File: src/rtl/usb_fs_tx.sv
// USB full-speed packet transmitter: SYNC, NRZI + bit-stuffed data (LSB first), EOP.
// Each line symbol is held for CLKS_PER_BIT clocks; bytes arrive on a valid/ready stream.
module usb_fs_tx #(
    parameter int CLKS_PER_BIT = 4
) (
    input  logic       clk_48,
    input  logic       reset,
    input  logic       in_valid,
    input  logic [7:0] in_data,
    input  logic       in_last,
    output logic       in_ready,
    output logic       tx_se0,
    output logic       tx_j,
    output logic       tx_en,
    output logic       busy,
    output logic       underrun
);
    localparam int TW = $clog2(CLKS_PER_BIT);

    typedef enum logic [2:0] {S_IDLE, S_SYNC, S_DATA, S_EOP_SE0, S_EOP_J} state_t;

    state_t          state_q, state_d;
    logic [TW-1:0]   timer_q, timer_d;
    logic [2:0]      bit_q, bit_d;
    logic [2:0]      ones_q, ones_d;
    logic [7:0]      shift_q, shift_d;
    logic            line_q, line_d;
    logic            stuff_q, stuff_d;
    logic            last_q, last_d;
    logic            fin_q, fin_d;

    logic            tc, end_of_byte, need_byte, need_stuff, nb_val;
    logic [2:0]      nb_idx;

    // While a stuff bit is on the line, bit_q already points at the next data bit.
    assign tc          = (timer_q == TW'(CLKS_PER_BIT - 1));
    assign end_of_byte = (state_q == S_SYNC || state_q == S_DATA) && !stuff_q && (bit_q == 3'd7);
    assign need_byte   = end_of_byte && (state_q == S_SYNC || !last_q);
    assign need_stuff  = !stuff_q && (ones_q == 3'd6);
    assign nb_idx      = stuff_q ? bit_q : bit_q + 3'd1;

    always_comb begin
        nb_val = 1'b0;
        if (need_byte)
            nb_val = in_data[0];
        else if (state_q == S_SYNC)
            nb_val = (nb_idx == 3'd7);
        else
            nb_val = shift_q[nb_idx];
    end

    always_ff @(posedge clk_48) begin
        if (reset) begin
            state_q <= S_IDLE;
            timer_q <= '0;
            bit_q   <= '0;
            ones_q  <= '0;
            shift_q <= '0;
            line_q  <= 1'b1;
            stuff_q <= 1'b0;
            last_q  <= 1'b0;
            fin_q   <= 1'b0;
        end else begin
            state_q <= state_d;
            timer_q <= timer_d;
            bit_q   <= bit_d;
            ones_q  <= ones_d;
            shift_q <= shift_d;
            line_q  <= line_d;
            stuff_q <= stuff_d;
            last_q  <= last_d;
            fin_q   <= fin_d;
        end
    end

    always_comb begin
        state_d = state_q;
        timer_d = timer_q;
        bit_d   = bit_q;
        ones_d  = ones_q;
        shift_d = shift_q;
        line_d  = line_q;
        stuff_d = stuff_q;
        last_d  = last_q;
        fin_d   = fin_q;
        case (state_q)
            S_IDLE: begin
                if (in_valid) begin
                    state_d = S_SYNC;
                    timer_d = '0;
                    bit_d   = '0;
                    ones_d  = '0;
                    stuff_d = 1'b0;
                    last_d  = 1'b0;
                    fin_d   = 1'b0;
                    line_d  = 1'b0;   // first SYNC zero toggles J to K
                end
            end
            S_SYNC, S_DATA: begin
                timer_d = tc ? '0 : timer_q + TW'(1);
                if (tc) begin
                    if (need_byte && !in_valid) begin
                        state_d = S_EOP_SE0;
                        bit_d   = '0;
                    end else if (fin_q || (end_of_byte && !need_byte && !need_stuff)) begin
                        state_d = S_EOP_SE0;
                        bit_d   = '0;
                        stuff_d = 1'b0;
                    end else begin
                        if (need_byte) begin
                            shift_d = in_data;
                            last_d  = in_last;
                            state_d = S_DATA;
                        end
                        bit_d = nb_idx;
                        if (need_stuff) begin
                            stuff_d = 1'b1;
                            line_d  = ~line_q;
                            ones_d  = '0;
                            if (end_of_byte && !need_byte)
                                fin_d = 1'b1;
                        end else begin
                            stuff_d = 1'b0;
                            line_d  = nb_val ? line_q : ~line_q;
                            ones_d  = nb_val ? ones_q + 3'd1 : 3'd0;
                        end
                    end
                end
            end
            S_EOP_SE0: begin
                timer_d = tc ? '0 : timer_q + TW'(1);
                if (tc) begin
                    if (bit_q == 3'd1) begin
                        state_d = S_EOP_J;
                        bit_d   = '0;
                    end else begin
                        bit_d = bit_q + 3'd1;
                    end
                end
            end
            S_EOP_J: begin
                timer_d = tc ? '0 : timer_q + TW'(1);
                if (tc)
                    state_d = S_IDLE;
            end
            default: state_d = S_IDLE;
        endcase
    end

    always_comb begin
        tx_en    = (state_q != S_IDLE);
        busy     = (state_q != S_IDLE);
        tx_se0   = (state_q == S_EOP_SE0);
        in_ready = tc && need_byte && in_valid;
        underrun = tc && need_byte && !in_valid;
        case (state_q)
            S_SYNC, S_DATA: tx_j = line_q;
            S_EOP_SE0:      tx_j = 1'b0;
            default:        tx_j = 1'b1;
        endcase
    end
endmodule

File: config.mk
export PLATFORM = sky130hd
export DESIGN_NAME = usb_fs_tx
export DESIGN_NICKNAME = d
export VERILOG_FILES = /design/src/rtl/usb_fs_tx.sv
export SDC_FILE = /design/constraint.sdc
export NUM_CORES = 1
export LEC_CHECK = 0
export CAP_MARGIN = 5
export CORE_MARGIN = 3
export CORE_UTILIZATION = 60
export DETAILED_ROUTE_END_ITERATION = 12
export GPL_ROUTABILITY_DRIVEN = 0
export PLACE_DENSITY_LB_ADDON = 0.08
export SYNTH_ARGS = -nofsm -noshare
export SYNTH_HDL_FRONTEND = slang
export SYNTH_SLANG_ARGS = --single-unit
export TNS_END_PERCENT = 20
File: constraint.sdc
create_clock -name clk_48 -period 5.35 [get_ports clk_48]
set_input_delay 1.07 -clock clk_48 [delete_from_list [all_inputs] [get_ports clk_48]]
set_output_delay 1.07 -clock clk_48 [all_outputs]
set_load 0.01 [all_outputs]
# Word level (Yosys, flattened, before mapping)
# Cells that the tools add are included.
[totals]
register_bits = 23
[op_classes]
n_addsub = 3
magnitude_cmp = 1
eq_ne = 21
mux = 54
n_bitwise = 3
n_reduce_logical = 34
[op_table]
columns = ["cell", "n"]
rows = [
  ["3-bit two-way mux", 20],
  ["1-bit two-way mux", 22],
  ["6-bit AND reduction", 3],
  ["2-bit inequality test, second input constant", 8],
  ["3-bit == test, second input constant", 4],
  ["3-bit case mux with 4 select lines", 1],
  ["1-bit logical AND", 10],
  ["1-bit case mux with 2 select lines", 5],
  ["5-bit AND reduction", 2],
  ["3-bit case mux with 3 select lines", 1],
  ["4-bit AND reduction", 2],
  ["7-bit AND reduction", 1],
  ["3-bit by 1-bit adder with 3-bit output, second input constant", 2],
  ["3-bit by 1-bit == test with 1-bit output, second input constant", 2],
  ["3-bit by 2-bit == test with 1-bit output, second input constant", 2],
  ["3-bit case mux with 2 select lines", 1],
  ["3-bit nonzero test", 2],
  ["1-bit logical NOT", 5],
  ["3-bit by 4-bit less-than comparator with 1-bit output, second input constant", 1],
  ["2-bit two-way mux", 2],
  ["2-bit by 1-bit inequality test with 1-bit output, second input constant", 2],
  ["4-bit inequality test, second input constant", 1],
  ["2-bit case mux with 2 select lines", 1],
  ["2-bit nonzero test", 2],
  ["other kinds (10)", 14],
]

# Longest topological paths before layout
[logic_depth]
ltp_word = 13
mapped_depth = 9
depth_no_buf = 8

# Worst setup path before layout
# OpenSTA, ideal clock, no wires.
[synth_timing]
kind = "input -> output"
start = "in in_valid"
end = "out in_ready"
arrival_ns = 1.716
required_time_ns = 4.280
path_slack_ns = 2.564
cell_stages = 3
path_cell_list = "clkbuf_1 > inv_1 > nor3_1"
[synth_between]
elab_chain_len = 1
[synth_lines]
columns = ["item", "line", "text"]
rows = [
  ["start: declaration", "8", "input logic in_valid,"],
  ["1-bit logical AND", "154", "in_ready = tc && need_byte && in_valid;"],
  ["end: declaration", "11", "output logic in_ready,"],
]
# Every way passes these cells.

# Worst setup path in the final report
# Same ends and word-level chain as after synthesis.

==> key figures <==
Clock tree
  – Total CTS buffers: 3
  – Root Buffer Master: clkbuf_4
  – Htree depth: 1
  – Setup bufs post-CTS: 0
  – Number of gates resized after CTS: 0
  – CTS tree: yes
  – Clk Latency, worst-skew pair: 0.32 ns
  – Hold_buf cts: 0
  – CTS sink count: 23
  – Clk buf depth: 2
  – Register clock-pin slew on the reported worst setup and hold paths: 0.13 ns

Critical path
  – CP Capture Point: in_ready
  – Setup crit start kind: input pin
  – Crit-path max FO: 8
  – R2r endpoint: line_q
  – Most common cell type on the critical path: clkdlybuf4s50_1
  – Critical path depth: 4
  – WP data arrival: 2.65 ns
  – Worst-case reg-to-reg path depth: 8
  – Setup Crit Path Kind: input pin to output port
  – CP startpoint: in_valid
  – Reg2Reg Setup Slack: 2.66 ns
  – Crit path buffers/inverters: 3
  – Required time worst endpoint: 4.28 ns
  – Peak per-stage delay on the critical path: 0.63 ns
  – RR Startpoint: bit_q[0]
  – Slowest cell on crit path: clkdlybuf4s50_1
  – CP endpoint kind: output port
  – Crit-path cells: clkdlybuf4s50_1 -> inv_1 -> nor3_1 -> clkdlybuf4s50_1
  – Critical path's top delay family: buffers and inverters

Layout
  – Area grow syn2layout: 11.0%
  – Final net count: 222
  – Ant diodes: 0
  – Share of cells above drive strength 1: 0.0493

Yosys
  – Share of the synthesized area in the top cell type: 0.292
  – Async set-reset flop share out of synthesis: 0
  – Yosys cell types: 51
  – Syn nets: 212
  – Flops & latches, synth: 23
  – Synth Cell Area: 0.00158 mm²
  – Synth area leader: dfxtp_1
  – Top FF cell, synth: dfxtp_1
  – Synth area leaders: dfxtp_1 29%, mux2i_1 8.3%, nor2_1 5.7%
  – Post-Syn Area per Cell: 8.13 µm²
  – Sequential share of the synthesized area: 0.292
  – Post-Synthesis Cells: 194
  – YS warnings: 0
  – Number of synthesized flops with an enable pin: 0

Place
  – Post-DP HPWL: 2710 µm
  – Pre-CTS WS: 1.67 ns
  – I/O Buffers: 17

Global route
  – First-pass GRT wire length: 6170 µm
  – Grt total ovfl: 0
  – Total track usage: 0.238
  – Initial antenna violation count: 0
  – Largest net degree at the start of global routing: 22
  – Vias in the first global route: 1,386

STA
  – Rel. slew slack: 0.495
  – FMAX: 269 MHz
  – Final setup fails: 0
  – Final worst-path cycle share: 0.695
  – Fin crit period: 3.72 ns
  – Final worst setup slack: 1.63 ns
  – Worst Tran Pin Value: 0.755 ns
  – Final TNS setup: 0 ns
  – Hold Vio Cnt, Final: 0
  – Fin Clk Skew: 0.00666 ns
  – RSZ-0062 raised after global routing: no
  – Pins Over Slew Limit: 0
  – Worst hold slack: 0.503 ns

Routing
  – Post-Route WL: 3630 µm
  – DR vias: 1,485
  – DRC Markers: 0
  – First-pass DRT Iterations: 4
  – ANT nets after route: 0
  – Via density: 6.43
  – WL per Instance: 15.7 µm
  – Starting DRC count in detailed routing: 112

Run status
  – Status: finished, final reports clean

Pwr
  – Seq pwr share: 0.420
  – Static Leak: 0.649 nW
  – Combinational share of power: 0.415
  – Clock power frac: 0.165
  – Internal Power: 0.314 mW
  – NetSw: 0.199 mW
  – PwrDens: 293 mW/mm²
  – Peak supply drop: 230 µV
  – Switching part of the total: 0.388

Die
  – Die footprint: 0.00328 mm²
  – Ports: 18
  – FP Rows: 17
  – Core area: 0.00234 mm²
  – Die width: 57.3 µm
  – Initial Util: 0.674
  – Die Span Y: 57.3 µm

Job
  – MaxCap Viol Count: 0

Min path
  – Hold depth: 1
  – Min-delay worst type: register to register
## state kept, by name, summed over array words and instances, names as in the netlist
register and count:
shift_q 8, bit_q 3, ones_q 3, state_q 3
timer_q 2, fin_q 1, last_q 1, line_q 1
stuff_q 1
## worst min-delay path by stage
stage                          from   endpoint  slack, ns
after floorplan              line_q     line_q       0.46
after global placement    ones_q[1]  ones_q[1]       0.47
after detailed placement     line_q     line_q       0.48
after CTS                 ones_q[1]  ones_q[1]       0.51
after global routing      ones_q[1]  ones_q[1]       0.55
final                     ones_q[1]  ones_q[1]       0.50
## cell usage in the layout, fill, tap and decap left out, types with 2 or more instances in the layout
cell and instances:
and2_1 2, ha_1 6, inv_1 11, a21o_1 4
nand2b_1 7, mux2_2 2, a21oi_1 13, o211ai_1 2
o21a_1 2, nor2_1 24, a32oi_1 2, nor3_1 6
o22ai_1 6, nor3b_4 2, a211oi_1 2, nand3b_1 5
a41oi_1 2, nand2_1 7, nor2b_1 5, a31oi_1 2
mux2i_1 13, clkbuf_4 3, o21ai_0 9, a211o_1 2
clkdlybuf4s50_1 17, dfxtp_1 23
## stage by stage
stage | power, mW | utilization | area [µm²] | cells
2_1_floorplan | 0.374 | - | 1580 | 194
3_3_place_gp | 0.422 | 0.736 | 1720 | 227
3_5_place_dp | 0.428 | 0.736 | 1720 | 227
4_1_cts | 0.511 | 0.748 | 1750 | 231
5_1_grt | 0.548 | 0.748 | 1750 | 231
6_report | 0.512 | 0.748 | 1750 | 231
## cell families (layout without fill, tap and decap cells)
group | after synthesis | in the layout | share of synthesized area
AO/OA/AOI/OAI | 58 | 58 | 0.250
adder cells (fa/ha/maj) | 7 | 7 | 0.0540
buffers and inverters | 23 | 32 | 0.0643
flip-flops | 23 | 23 | 0.292
multiplexers | 16 | 16 | 0.104
AND/OR/NAND/NOR | 67 | 67 | 0.236
## layer usage
layer	global-route usage	vias up	routed length, µm
li1	-	726	-
met1	0.313	693	1630
met2	0.362	57	1680
met3	0.0588	9	244
met4	0.119	0	79
met5	0	-	0
## area by class of cell
| cell class | count | area, µm² |
|---|---|---|
| clock buffer | 3 | 22.5 |
| clock inverter | 1 | 5.00 |
| tap | 28 | 35.0 |
| multi-input combinational | 148 | 1010 |
| fill | 187 | 591 |
| timing repair buffer | 17 | 170 |
| sequential | 23 | 460 |
| inverter | 11 | 41.3 |
## power groups by stage
stage,Sequential (mW),Combinational (mW),Clock (mW)
final,0.215,0.213,0.0844
after global routing,0.219,0.234,0.0953
after CTS,0.214,0.210,0.0866
after detailed placement,0.218,0.209,0
after global placement,0.216,0.205,0
after floorplan,0.198,0.176,0
## Yosys cell counts, types with 2 or more instances
cell	instances
a211o_1	2
a211oi_1	2
a21o_1	4
a21oi_1	13
a31oi_1	2
a32oi_1	2
a41oi_1	2
and2_1	2
buf_2	3
clkbuf_1	7
dfxtp_1	23
ha_1	6
inv_1	11
mux2_2	2
mux2i_1	13
nand2_1	7
nand2b_1	7
nand3b_1	5
nor2_1	24
nor2b_1	5
nor3_1	6
nor3b_4	2
o211ai_1	2
o21a_1	2
o21ai_0	9
o22ai_1	6
Power figures use the tool's default switching activity.
